--- src/rtl/lut_init_pkg.sv ---
// Shared types and defaults for the SFU activation-table loader.
package lut_init_pkg;

    typedef enum logic [1:0] {
        IDLE   = 2'd0,
        WRITE  = 2'd1,
        RDBACK = 2'd2,
        FINISH = 2'd3
    } lut_init_state_e;

    localparam int unsigned LUT_DEPTH_DEFAULT = 4096;
    localparam int unsigned SFU_LUT_W         = 16;

endpackage

--- src/rtl/lut_chk_lane.sv ---
// Per-lane XOR accumulator over readback data, compared against the write checksum.
module lut_chk_lane
    import lut_init_pkg::*;
#(
    parameter int unsigned DATA_W = SFU_LUT_W
) (
    input  logic              clk,
    input  logic              rst_n,
    input  logic              clr,
    input  logic              en,
    input  logic [DATA_W-1:0] din,
    input  logic [DATA_W-1:0] exp_chk,
    output logic              mismatch
);

    logic [DATA_W-1:0] rchk_q, rchk_d;

    always_comb begin
        rchk_d = rchk_q;
        if (clr) begin
            rchk_d = '0;
        end else if (en) begin
            rchk_d = rchk_q ^ din;
        end
    end

    always_ff @(posedge clk or negedge rst_n) begin
        if (!rst_n) begin
            rchk_q <= '0;
        end else begin
            rchk_q <= rchk_d;
        end
    end

    assign mismatch = (rchk_q != exp_chk);

endmodule

--- src/rtl/lut_init_sequencer.sv ---
// Streams words into one or more LUT banks, optionally reads them back for a
// checksum compare, then pulses done/cfg_kick.
module lut_init_sequencer
    import lut_init_pkg::*;
#(
    parameter int unsigned NUM_LUTS  = 2,
    parameter int unsigned LUT_DEPTH = LUT_DEPTH_DEFAULT,
    parameter int unsigned DATA_W    = SFU_LUT_W,
    parameter int unsigned ADDR_W    = $clog2(LUT_DEPTH),
    parameter int unsigned RD_LAT    = 1,
    parameter bit          VERIFY_EN = 1'b1
) (
    input  logic                       clk,
    input  logic                       rst_n,
    input  logic                       start,
    input  logic                       verify,
    input  logic [NUM_LUTS-1:0]        lut_sel,
    input  logic [ADDR_W-1:0]          base_addr,
    input  logic [ADDR_W:0]            count,
    input  logic                       s_valid,
    input  logic [DATA_W-1:0]          s_data,
    output logic                       s_ready,
    output logic [NUM_LUTS-1:0]        lut_wr_en,
    output logic [ADDR_W-1:0]          lut_addr,
    output logic [DATA_W-1:0]          lut_wr_data,
    output logic                       lut_rd_en,
    input  logic [NUM_LUTS*DATA_W-1:0] lut_rd_data,
    output logic                       cfg_en,
    output logic                       busy,
    output logic                       done,
    output logic                       err,
    output logic [NUM_LUTS-1:0]        err_lane,
    output logic                       cfg_kick
);

    localparam logic [ADDR_W:0] DEPTH_L = (ADDR_W + 1)'(LUT_DEPTH);
    localparam logic [ADDR_W:0] CNT_ONE = (ADDR_W + 1)'(1);

    lut_init_state_e     state_q, state_d;
    logic                ver_q, ver_d;
    logic [NUM_LUTS-1:0] sel_q, sel_d;
    logic [ADDR_W-1:0]   base_q, base_d;
    logic [ADDR_W:0]     cnt_q, cnt_d;
    logic [ADDR_W-1:0]   addr_q, addr_d;
    logic [ADDR_W:0]     left_q, left_d;
    logic [ADDR_W:0]     ret_q, ret_d;
    logic [RD_LAT-1:0]   vld_q, vld_d;
    logic [DATA_W-1:0]   wchk_q, wchk_d;
    logic                err_q, err_d;
    logic [NUM_LUTS-1:0] err_lane_q, err_lane_d;

    logic [ADDR_W:0]     cnt_sat;
    logic                wr_fire;
    logic                rd_en;
    logic                ret_vld;
    logic                lane_clr;
    logic [NUM_LUTS-1:0] lane_mis;

    assign cnt_sat = (count > DEPTH_L) ? DEPTH_L : count;
    assign ret_vld = vld_q[RD_LAT-1];

    // WRITE keeps one trailing cycle with s_ready low once left_q hits zero,
    // which gives the N+2 start-to-done latency while count 0 takes one cycle.
    always_comb begin
        state_d    = state_q;
        ver_d      = ver_q;
        sel_d      = sel_q;
        base_d     = base_q;
        cnt_d      = cnt_q;
        addr_d     = addr_q;
        left_d     = left_q;
        ret_d      = ret_q;
        wchk_d     = wchk_q;
        err_d      = err_q;
        err_lane_d = err_lane_q;
        s_ready    = 1'b0;
        wr_fire    = 1'b0;
        rd_en      = 1'b0;
        done       = 1'b0;
        cfg_kick   = 1'b0;
        lane_clr   = 1'b0;

        case (state_q)
            IDLE: begin
                if (start) begin
                    ver_d      = verify & VERIFY_EN;
                    sel_d      = lut_sel;
                    base_d     = base_addr;
                    cnt_d      = cnt_sat;
                    addr_d     = base_addr;
                    left_d     = cnt_sat;
                    wchk_d     = '0;
                    err_d      = 1'b0;
                    err_lane_d = '0;
                    lane_clr   = 1'b1;
                    state_d    = (cnt_sat == '0) ? FINISH : WRITE;
                end
            end
            WRITE: begin
                if (left_q != '0) begin
                    s_ready = 1'b1;
                    if (s_valid) begin
                        wr_fire = 1'b1;
                        addr_d  = addr_q + 1'b1;
                        left_d  = left_q - CNT_ONE;
                        wchk_d  = wchk_q ^ s_data;
                    end
                end else if (ver_q) begin
                    addr_d  = base_q;
                    left_d  = cnt_q;
                    ret_d   = cnt_q;
                    state_d = RDBACK;
                end else begin
                    state_d = FINISH;
                end
            end
            RDBACK: begin
                if (left_q != '0) begin
                    rd_en  = 1'b1;
                    addr_d = addr_q + 1'b1;
                    left_d = left_q - CNT_ONE;
                end
                if (ret_vld) begin
                    ret_d = ret_q - CNT_ONE;
                    if (ret_q == CNT_ONE) begin
                        state_d = FINISH;
                    end
                end
            end
            FINISH: begin
                done     = 1'b1;
                cfg_kick = 1'b1;
                if (ver_q) begin
                    err_lane_d = lane_mis & sel_q;
                    err_d      = |(lane_mis & sel_q);
                end
                state_d = IDLE;
            end
            default: state_d = IDLE;
        endcase
    end

    always_comb begin
        vld_d    = '0;
        vld_d[0] = rd_en;
        for (int unsigned i = 1; i < RD_LAT; i++) begin
            vld_d[i] = vld_q[i-1];
        end
    end

    always_ff @(posedge clk or negedge rst_n) begin
        if (!rst_n) begin
            state_q    <= IDLE;
            ver_q      <= 1'b0;
            sel_q      <= '0;
            base_q     <= '0;
            cnt_q      <= '0;
            addr_q     <= '0;
            left_q     <= '0;
            ret_q      <= '0;
            vld_q      <= '0;
            wchk_q     <= '0;
            err_q      <= 1'b0;
            err_lane_q <= '0;
        end else begin
            state_q    <= state_d;
            ver_q      <= ver_d;
            sel_q      <= sel_d;
            base_q     <= base_d;
            cnt_q      <= cnt_d;
            addr_q     <= addr_d;
            left_q     <= left_d;
            ret_q      <= ret_d;
            vld_q      <= vld_d;
            wchk_q     <= wchk_d;
            err_q      <= err_d;
            err_lane_q <= err_lane_d;
        end
    end

    generate
        if (VERIFY_EN) begin : g_verify
            for (genvar i = 0; i < NUM_LUTS; i++) begin : g_lane
                lut_chk_lane #(
                    .DATA_W(DATA_W)
                ) u_chk (
                    .clk     (clk),
                    .rst_n   (rst_n),
                    .clr     (lane_clr),
                    .en      (ret_vld & sel_q[i]),
                    .din     (lut_rd_data[i*DATA_W +: DATA_W]),
                    .exp_chk (wchk_q),
                    .mismatch(lane_mis[i])
                );
            end
        end else begin : g_no_verify
            assign lane_mis = '0;
        end
    endgenerate

    assign lut_wr_en   = wr_fire ? sel_q : '0;
    assign lut_wr_data = wr_fire ? s_data : '0;
    assign lut_addr    = addr_q;
    assign lut_rd_en   = rd_en;
    assign busy        = (state_q != IDLE);
    assign cfg_en      = busy;
    assign err         = err_q;
    assign err_lane    = err_lane_q;

endmodule

--- config.mk ---
export PLATFORM = sky130hd
export DESIGN_NAME = lut_init_sequencer
export DESIGN_NICKNAME = d
export VERILOG_FILES = /design/src/rtl/lut_init_pkg.sv /design/src/rtl/lut_chk_lane.sv /design/src/rtl/lut_init_sequencer.sv
export SDC_FILE = /design/constraint.sdc
export NUM_CORES = 1
export LEC_CHECK = 0
export CAP_MARGIN = 10
export CORE_ASPECT_RATIO = 1.5
export CORE_UTILIZATION = 35
export DETAILED_ROUTE_END_ITERATION = 10
export SETUP_SLACK_MARGIN = 0.1
export SYNTH_ARGS = -nofsm -noshare
export SYNTH_HDL_FRONTEND = slang
export SYNTH_HIERARCHICAL = 1
export SYNTH_SLANG_ARGS = --single-unit
--- constraint.sdc ---
create_clock -name clk -period 4.3 [get_ports clk]
set_input_delay 0.43 -clock clk [delete_from_list [all_inputs] [get_ports clk]]
set_output_delay 0.43 -clock clk [all_outputs]
set_load 0.005 [all_outputs]
==> results of run 1 <==
==> layout by cell type (no fill, tap or decap), types with 5 or more instances in the layout <==
master,netlist,final
bufinv_16,0,5
nand4_1,8,8
inv_1,21,21
ha_1,9,9
a221oi_1,21,21
clkbuf_16,0,17
nand2_2,11,11
o21ai_0,28,28
or4_1,8,8
dfrtp_1,120,120
nand2b_1,14,14
a21oi_1,31,31
xor2_1,70,70
nand3_1,20,20
nor4_1,33,33
o2bb2ai_1,16,16
nor3_1,27,27
nor2_1,55,55
clkdlybuf4s50_1,0,117
buf_4,6,15
xnor2_1,11,11
o211ai_1,31,31
o22ai_1,7,7
o31ai_1,5,5
a2bb2oi_1,15,15
nand2_1,90,90
nand3b_1,17,17
mux2_2,17,17
==> power groups by stage <==
stage / clock, W / combinational, W / sequential (W)
after floorplan: 0 / 0.00244 / 0.00211
after global placement: 0 / 0.00321 / 0.00239
after detailed placement: 0 / 0.00325 / 0.00240
after CTS: 0.00164 / 0.00328 / 0.00238
after global routing: 0.00169 / 0.00360 / 0.00246
final: 0.00161 / 0.00326 / 0.00238
==> per-stage QoR <==
stage	worst slack [ps]	power, W
after floorplan	1730	0.00455
after global placement	1200	0.00561
after detailed placement	1160	0.00566
after CTS	709	0.00730
after global routing	586	0.00775
final	711	0.00725
==> worst max-delay path, delay by kind of cell, from the launching register on <==
kind | cells | cell delay [ps]
flip-flops | 1 | 450
AND/OR/NAND/NOR | 4 | 1540
buffers and inverters | 2 | 750
==> area by class of cell <==
| cell class | count | share of cell area [%] |
|---|---|---|
| multi-input combinational | 615 | 43.3 |
| sequential | 120 | 31.6 |
| timing repair buffer | 133 | 13.7 |
| clock buffer | 18 | 4.62 |
| tap | 268 | 3.53 |
| clock inverter | 14 | 2.33 |
| inverter | 23 | 0.908 |
==> sequential cells by signal, summed over array words and instances, names as in the netlist <==
signal                        flops
cnt_q                            13
g_verify.g_lane.u_chk/rchk_q     32
ret_q                            13
lut_addr                         12
ver_q                             1
base_q                           12
err                               1
state_q                           2
ret_vld                           1
wchk_q                           16
left_q                           13
sel_q                             2
err_lane                          2
==> cell families (layout without fill, tap and decap cells) <==
kind of cell             Yosys count  in the layout  share of synthesized area, %
adder cells (fa/ha/maj)            9              9                          1.50
flip-flops                       120            120                          40.1
AND/OR/NAND/NOR                  320            320                          22.7
multiplexers                      23             23                          3.41
AO/OA/AOI/OAI                    182            182                          17.7
XOR/XNOR                          81             81                          9.46
buffers and inverters             81            188                          5.22
==> worst min-delay path by stage <==
stage / start / to / slack [ps]
2_1_floorplan: rst_n / base_q[0] / 130
3_3_place_gp: base_q[0] / base_q[0] / 490
3_5_place_dp: base_q[1] / base_q[1] / 500
4_1_cts: rst_n / cnt_q[5] / 150
5_1_grt: rst_n / cnt_q[8] / 150
6_report: rst_n / cnt_q[5] / 90
==> routing by layer <==
layer,up-vias,track usage [%]
met5,-,0
met4,0,9.19
met3,44,3.54
met2,206,38.3
met1,3247,24.1
li1,3172,-
==> results.json, run 1 <==
{
  "outcome": "completed",
  "crit_top_cell": "or4_1",
  "max_cap_violations": 0,
  "fin_crit_sh_pct": 83.5,
  "drive_gt1_share_pct": 10.2,
  "powerDensity_nw_per_um2": 763,
  "slew_headroom_pct": 36.1,
  "cp.arrival_ps": 3160,
  "holdBufCountCts": 0,
  "dp_hpwl_um": 15700,
  "ys_warn_count": 6,
  "slew_viol_final": 0,
  "critPathSlowestCell": "or4_1",
  "core_sq_um": 21000,
  "avgSynthCellArea_sq_um": 9.19,
  "synthFlopType": "dfrtp_1",
  "p_int_w": 0.00420,
  "clk_latency_ps": 430,
  "cp-start-kind": "flip-flop",
  "wire_per_inst_um": 19.1,
  "worst_pin_slew_ps": 958,
  "cts_tree": "yes",
  "area_growth_pct": 26.8,
  "grt_max_degree": 121,
  "synth.cells.most_frequent": "dfrtp_1 (120), nand2_1 (90), xor2_1 (70), nor2_1 (55), clkbuf_1 (37)",
  "endpoint": "lut_wr_en[0]",
  "multi_input_comb_area_sq_um": 4110,
  "synth_seq_cells": 120,
  "gr-total-overflow": 0,
  "grt_pass1_vias": 6657,
  "max_freq_mhz": 279,
  "switching_share_pct": 42.1,
  "final_area_sq_um": 9500,
  "antenna_found_initial": 0,
  "diodes": 0,
  "critical_path_class": "flip-flop to output pin",
  "num_rows": 65,
  "pin_count": 119,
  "switchingPower_w": 0.00305,
  "die_area_sq_um": 22000,
  "setup_tns_ps": 0,
  "dr.first_iter.drc_count": 520,
  "final_util_pct": 45.3,
  "portBuffers": 118,
  "seq_area_sq_um": 3000,
  "crit_required_ps": 3870,
  "seq_area_frac_synth_pct": 40.1,
  "synth_top_area_share_pct": 40.1,
  "vias": 6669,
  "drtPass1Iterations": 5,
  "path_cells": "or4_1 > or4_1 > nand3_1 > buf_4 > nor2_1 > clkdlybuf4s50_1",
  "place_congestion": 0.849,
  "finalWirelength_um": 22800,
  "synth_top_area_cell": "dfrtp_1",
  "synth_area_sq_um": 7500,
  "fin_nets": 999,
  "die_x_um": 121,
  "ir_drop_mv": 0.372,
  "top_layer_used": "met4",
  "hold_class": "input pin to async pin",
  "synth-edff-count": 0,
  "cts_resized": 0,
  "cts_setup_buffers": 0,
  "synth_nets": 905,
  "synthMostInstantiatedCell": "dfrtp_1",
  "clock_skew_ps": 6.25,
  "fillers": 2060,
  "dp_cells": 1159,
  "drt-met1-wl_um": 9160,
  "cts_root_buffer": "clkbuf_16",
  "vias_per_cell": 5.60,
  "ys_types": 66,
  "clockBufferDepth": 2,
  "dieHeight_um": 181,
  "async_flop_share_pct": 100,
  "dr_wl_met2_um": 11900,
  "end_kind": "output pin",
  "combPwrFrac_pct": 45.0,
  "wl_met3_um": 966,
  "max_stage_delay_ps": 740,
  "stdcell_count": 1191,
  "synthCells": 816,
  "final_antenna_net_count": 0,
  "start_util_pct": 35.7,
  "reg2reg_from": "left_q[6]",
  "track_usage_pct": 21.2,
  "cp_max_fo": 18,
  "period_minus_slack_ps": 3590,
  "postPlaceCellArea_sq_um": 8840,
  "grt_first_pass_wirelength_um": 35800,
  "rsz0062_at_grt": "false",
  "rrSetupSlack_ps": 1250,
  "setup_viol": 0,
  "p_leak_nw": 3.86,
  "whs_ps": 94.6,
  "reg2regPathDepth": 7,
  "power_frac_seq_pct": 32.8,
  "clkSinkCount": 120,
  "final_hold_viol_count": 0,
  "clock_power_share_pct": 22.2,
  "cts_buffers": 17,
  "r2r-end": "left_q[2]",
  "cts-htree-levels": 4,
  "startpoint": "left_q[6]",
  "path_clk_slew_ps": 50,
  "ys_top_cells_by_area": "dfrtp_1 (40%), xor2_1 (8.2%), nand2_1 (4.5%)",
  "drc": 0
}
Note: power is estimated with default switching activity, not from simulation.
==> run 2: changes to the inputs <==
==> constraint.sdc (replaced) <==
create_clock -name clk -period 3.4 [get_ports clk]
set_input_delay 0.34 -clock clk [delete_from_list [all_inputs] [get_ports clk]]
set_output_delay 0.34 -clock clk [all_outputs]
set_load 0.005 [all_outputs]
==> results.json, run 2 (same netlist as run 1, synthesis figures left out) <==
{
  "vias_per_cell": 5.55,
  "setup_viol": 0,
  "worst_pin_slew_ps": 817,
  "ir_drop_mv": 0.523,
  "crit_top_cell": "or4_1",
  "cts_tree": "yes",
  "antenna_found_initial": 0,
  "final_area_sq_um": 9580,
  "period_minus_slack_ps": 3200,
  "finalWirelength_um": 22600,
  "max_cap_violations": 0,
  "grt_max_degree": 54,
  "power_frac_seq_pct": 33.0,
  "layout_commonest_cell": "dfrtp_1",
  "worstPathBufferInverterCount": 1,
  "num_rows": 65,
  "drtPass1Iterations": 5,
  "switchingPower_w": 0.00382,
  "switching_share_pct": 41.9,
  "grt_pass1_vias": 6661,
  "dp_hpwl_um": 16200,
  "p_leak_nw": 3.91,
  "place_congestion": 0.881,
  "fin_nets": 1010,
  "slew_headroom_pct": 45.5,
  "combPwrFrac_pct": 46.0,
  "max_stage_delay_ps": 720,
  "cp.arrival_ps": 2860,
  "holdBufCountCts": 0,
  "grt_first_pass_wirelength_um": 35800,
  "gr-total-overflow": 0,
  "p_int_w": 0.00531,
  "cp_max_fo": 7,
  "cts_buffers": 17,
  "outcome": "finished, violations left",
  "slew_viol_final": 0,
  "diodes": 0,
  "postPlaceCellArea_sq_um": 8940,
  "core_sq_um": 21000,
  "clock_skew_ps": 6.60,
  "start_util_pct": 35.7,
  "final_hold_viol_count": 8,
  "crit_family": "simple AND/OR/NAND/NOR gates",
  "drive_gt1_share_pct": 11.3,
  "portBuffers": 118,
  "layout_common_cells": "dfrtp_1 (120), clkdlybuf4s50_1 (117), nand2_1 (90)",
  "finalWorstSetupSlack_ps": 202,
  "setup_tns_ps": 0,
  "hold_class": "input pin to async pin",
  "area_growth_pct": 27.7,
  "largestRegisters": "g_verify.g_lane.u_chk/rchk_q: 32 flops, wchk_q: 16 flops",
  "end_kind": "output pin",
  "path_cells": "or4_1 > or4_1 > nand3_2 > nor2_1 > clkdlybuf4s50_1",
  "path_clk_slew_ps": 60,
  "violations": "hold timing",
  "final_antenna_net_count": 0,
  "critical_path_class": "flip-flop to output pin",
  "critPathSlowestCell": "or4_1",
  "wire_per_inst_um": 18.8,
  "clk_latency_ps": 420,
  "track_usage_pct": 21.3,
  "cts_setup_buffers": 0,
  "max_freq_mhz": 313,
  "dr.first_iter.drc_count": 368,
  "cts_root_buffer": "clkbuf_16",
  "drc": 0,
  "pin_count": 119,
  "rsz0062_at_grt": "false",
  "vias": 6668,
  "dp_slack_ps": 496,
  "die_area_sq_um": 22000,
  "powerDensity_nw_per_um2": 953,
  "clkSinkCount": 120,
  "cp-start-kind": "flip-flop",
  "die_x_um": 121,
  "dieHeight_um": 181,
  "largest_reg_flops": 32,
  "regMostFlops": "g_verify.g_lane.u_chk/rchk_q",
  "clockBufferDepth": 2,
  "clock_power_share_pct": 21.0,
  "fin_crit_sh_pct": 94.0,
  "cts-htree-levels": 4,
  "whs_ps": -25.7,
  "crit_required_ps": 3060
}
[run 2: cell types whose count changed in the layout (fill, tap and decap cells not counted), sizes merged]
cell,change
clkinv,+1
buf,+11
clkinvlp,-1
bufinv,-1
clkbuf,+2
inv,-1
[run 2: timing repair]
| item | CTS | global route |
|---|---|---|
| endpoints found under the setup margin | 2 | 2 |
| cloned | 0 | 0 |
| gates resized for setup | 1 | 1 |
[run 2: power by group through the flow]
stage | logic, W | clock network [W] | registers [W]
3_3_place_gp | 0.00415 | 0 | 0.00302
4_1_cts | 0.00422 | 0.00196 | 0.00301
2_1_floorplan | 0.00308 | 0 | 0.00267
3_5_place_dp | 0.00420 | 0 | 0.00303
6_report | 0.00420 | 0.00192 | 0.00301
5_1_grt | 0.00465 | 0.00202 | 0.00311
[run 2: final cells by class]
type / count / area (sq um)
clock buffers: 20 / 457
clock inverters: 12 / 173
fillers: 2069 / 11400
inverters: 23 / 86.3
multi-input cells: 615 / 4120
flip-flops and latches: 120 / 3000
well taps: 268 / 335
repair buffers: 144 / 1400
[run 2: path summary, 6_finish.rpt]
| kind | startpoint | to | slack, ps | depth (start not counted) |
|---|---|---|---|---|
| setup reg to reg | left_q[2] | left_q[7] | 520 | 6 |
| setup / recovery | left_q[2] | lut_wr_en[1] | 200 | 5 |
| min in group clk | lut_sel[1] | sel_q[1] | 480 | 3 |
| hold / removal | rst_n | cnt_q[0] | -30 | 1 |
| hold reg to reg | base_q[0] | base_q[0] | 500 | 1 |
| max in group asynchronous | rst_n | g_verify.g_lane[1].u_chk/rchk_q[4] | 2550 | 3 |
[run 2: routing by layer]
metal / wire (um) / global-route usage [%] / part of all wire [%] / vias to the layer above
met5: 0 / 0 / 0 / -
met4: 774 / 9.43 / 3.4 / 0
met3: 1010 / 3.63 / 4.5 / 44
met2: 11800 / 37.4 / 52 / 203
met1: 9020 / 24.9 / 40 / 3233
li1: - / - / - / 3188
[run 2: stage by stage]
| stage | cells | total power, W | hold WS [ps] | utilization [%] |
|---|---|---|---|---|
| after floorplan | 816 | 0.00576 | 44.4 | - |
| after global placement | 1170 | 0.00716 | 451 | 42.6 |
| after detailed placement | 1170 | 0.00723 | 453 | 42.6 |
| after CTS | 1202 | 0.00919 | 3.94 | 45.6 |
| after global routing | 1202 | 0.00979 | 20.6 | 45.6 |
| final | 1202 | 0.00913 | -25.7 | 45.6 |
==> run 3: changes to the inputs <==
--- a/config.mk
+++ b/config.mk
@@ -5,10 +5,12 @@
 export SDC_FILE = /design/constraint.sdc
 export NUM_CORES = 1
 export LEC_CHECK = 0
+export ABC_AREA = 0
 export CAP_MARGIN = 10
 export CORE_ASPECT_RATIO = 1.5
-export CORE_UTILIZATION = 35
+export CORE_UTILIZATION = 45
 export DETAILED_ROUTE_END_ITERATION = 10
+export PLACE_DENSITY = 0.69
 export SETUP_SLACK_MARGIN = 0.1
 export SYNTH_ARGS = -nofsm -noshare
 export SYNTH_HDL_FRONTEND = slang
==> results.json, run 3 (same netlist as run 1, synthesis figures left out) <==
{
  "rrSetupSlack_ps": 540,
  "rsz0062_at_grt": "false",
  "final_antenna_net_count": 0,
  "finalWirelength_um": 22400,
  "vias_per_cell": 5.97,
  "drive_gt1_share_pct": 11.6,
  "dieHeight_um": 160,
  "cts_tree": "yes",
  "path_cells": "or4_1 > or4_1 > nand3_2 > nor2_1 > clkdlybuf4s50_1",
  "dp_slack_ps": 496,
  "pin_count": 119,
  "die_area_sq_um": 17200,
  "setup_tns_ps": 0,
  "gr-total-overflow": 0,
  "largestRegisters": "g_verify.g_lane.u_chk/rchk_q: 32 flops, wchk_q: 16 flops",
  "antenna_found_initial": 0,
  "regMostFlops": "g_verify.g_lane.u_chk/rchk_q",
  "crit_top_cell": "or4_1",
  "slew_viol_final": 0,
  "dr.first_iter.drc_count": 391,
  "largest_reg_flops": 32,
  "fin_nets": 1011,
  "grt_max_degree": 56,
  "p_leak_nw": 3.90,
  "reg2reg_from": "left_q[2]",
  "place_congestion": 0.857,
  "portBuffers": 118,
  "hold_class": "input pin to async pin",
  "crit_required_ps": 3060,
  "slew_headroom_pct": 47.8,
  "clockBufferDepth": 2,
  "switching_share_pct": 42.4,
  "dp_hpwl_um": 15800,
  "max_stage_delay_ps": 720,
  "setup_viol": 0,
  "cts_root_buffer": "clkbuf_16",
  "layout_common_cells": "dfrtp_1 (120), clkdlybuf4s50_1 (117), nand2_1 (90)",
  "layout_commonest_cell": "dfrtp_1",
  "fin_crit_sh_pct": 93.4,
  "clock_skew_ps": 14.2,
  "start_util_pct": 46.1,
  "clkSinkCount": 120,
  "max_cap_violations": 0,
  "cp_max_fo": 7,
  "period_minus_slack_ps": 3180,
  "holdBufCountCts": 0,
  "combPwrFrac_pct": 45.8,
  "wire_per_inst_um": 19.6,
  "end_kind": "output pin",
  "path_clk_slew_ps": 60,
  "critical_path_class": "flip-flop to output pin",
  "final_hold_viol_count": 0,
  "clk_latency_ps": 420,
  "ir_drop_mv": 0.616,
  "die_x_um": 107,
  "cts-htree-levels": 4,
  "worst_pin_slew_ps": 784,
  "finalWorstSetupSlack_ps": 225,
  "area_growth_pct": 26.7,
  "cp-start-kind": "flip-flop",
  "r2r-end": "ret_q[0]",
  "grt_first_pass_wirelength_um": 35900,
  "vias": 6813,
  "cp.arrival_ps": 2840,
  "power_w": 0.00921,
  "grt_pass1_vias": 6950,
  "clock_power_share_pct": 21.3,
  "critPathSlowestCell": "or4_1",
  "drtPass1Iterations": 5,
  "reg2regPathDepth": 5,
  "max_freq_mhz": 315,
  "cts_buffers": 17,
  "p_int_w": 0.00531,
  "num_rows": 57,
  "diodes": 0,
  "outcome": "completed",
  "switchingPower_w": 0.00390,
  "drc": 0,
  "power_frac_seq_pct": 32.9,
  "core_sq_um": 16300,
  "track_usage_pct": 27.0,
  "powerDensity_nw_per_um2": 970
}
-- run 3: changes by cell type in the layout (fill, tap and decap cells not counted) --
cell | previous run | this run
buf_4 | 25 | 27
buf_12 | 2 | 0
clkinv_2 | 4 | 0
buf_6 | 0 | 1
clkbuf_8 | 2 | 1
ha_2 | 0 | 1
clkinv_4 | 1 | 3
inv_6 | 1 | 2
ha_1 | 9 | 8
clkinvlp_4 | 2 | 4
-- run 3: stage by stage --
stage / utilization, % / cells / cell area (sq um) / hold WS (ps)
CTS: 58.3 / 1141 / 9480 / 23.8
detailed placement: 54.4 / 1109 / 8840 / 462
global placement: 54.4 / 1109 / 8840 / 459
finish: 58.4 / 1141 / 9490 / 1.24
floorplan: - / 816 / 7500 / 44.4
global route: 58.4 / 1141 / 9490 / 46.0
-- run 3: power groups by stage --
stage	clock network (W)	logic, W	registers (W)
after floorplan	0	0.00308	0.00267
after global placement	0	0.00410	0.00302
after detailed placement	0	0.00417	0.00303
after CTS	0.00199	0.00422	0.00302
after global routing	0.00205	0.00464	0.00312
final	0.00196	0.00421	0.00303
-- run 3: how the worst max path moves through the flow --
| stage | end | cells past startpoint | slack (ps) | start |
|---|---|---|---|---|
| floorplan | left_q[0] | 8 | 830 | left_q[7] |
| global placement | ret_q[0] | 5 | 540 | left_q[7] |
| detailed placement | ret_q[0] | 5 | 500 | left_q[7] |
| CTS | lut_wr_en[0] | 5 | 150 | left_q[2] |
| global route | lut_wr_en[1] | 7 | 130 | left_q[0] |
| finish | lut_wr_en[0] | 5 | 220 | left_q[2] |
-- run 3: layout make-up --
cell class | count | area [sq um]
multi-input combinational | 615 | 4130
tap | 206 | 258
clock buffer | 19 | 443
fill | 1495 | 6770
sequential | 120 | 3000
clock inverter | 13 | 194
timing repair buffer | 145 | 1390
inverter | 23 | 86.3
-- run 3: layer usage --
layer / track usage (%) / share of wire (%) / vias to the layer above
met2: 48.2 / 52 / 260
met5: 0 / 0 / -
met3: 2.86 / 4.9 / 49
met4: 13.4 / 3.8 / 0
li1: - / - / 3191
met1: 31.6 / 39 / 3313
-- run 3: worst max-delay path, delay by kind of cell, from the launching register on --
family,cells,cell delay (ps)
simple gates,4,1550
flops,1,440
buf+inv,1,430
-- run 3: repair_timing --
action                     in CTS  in global routing
resized for setup               1                  3
setup buffers                   0                  0
setup endpoints to repair       2                  6
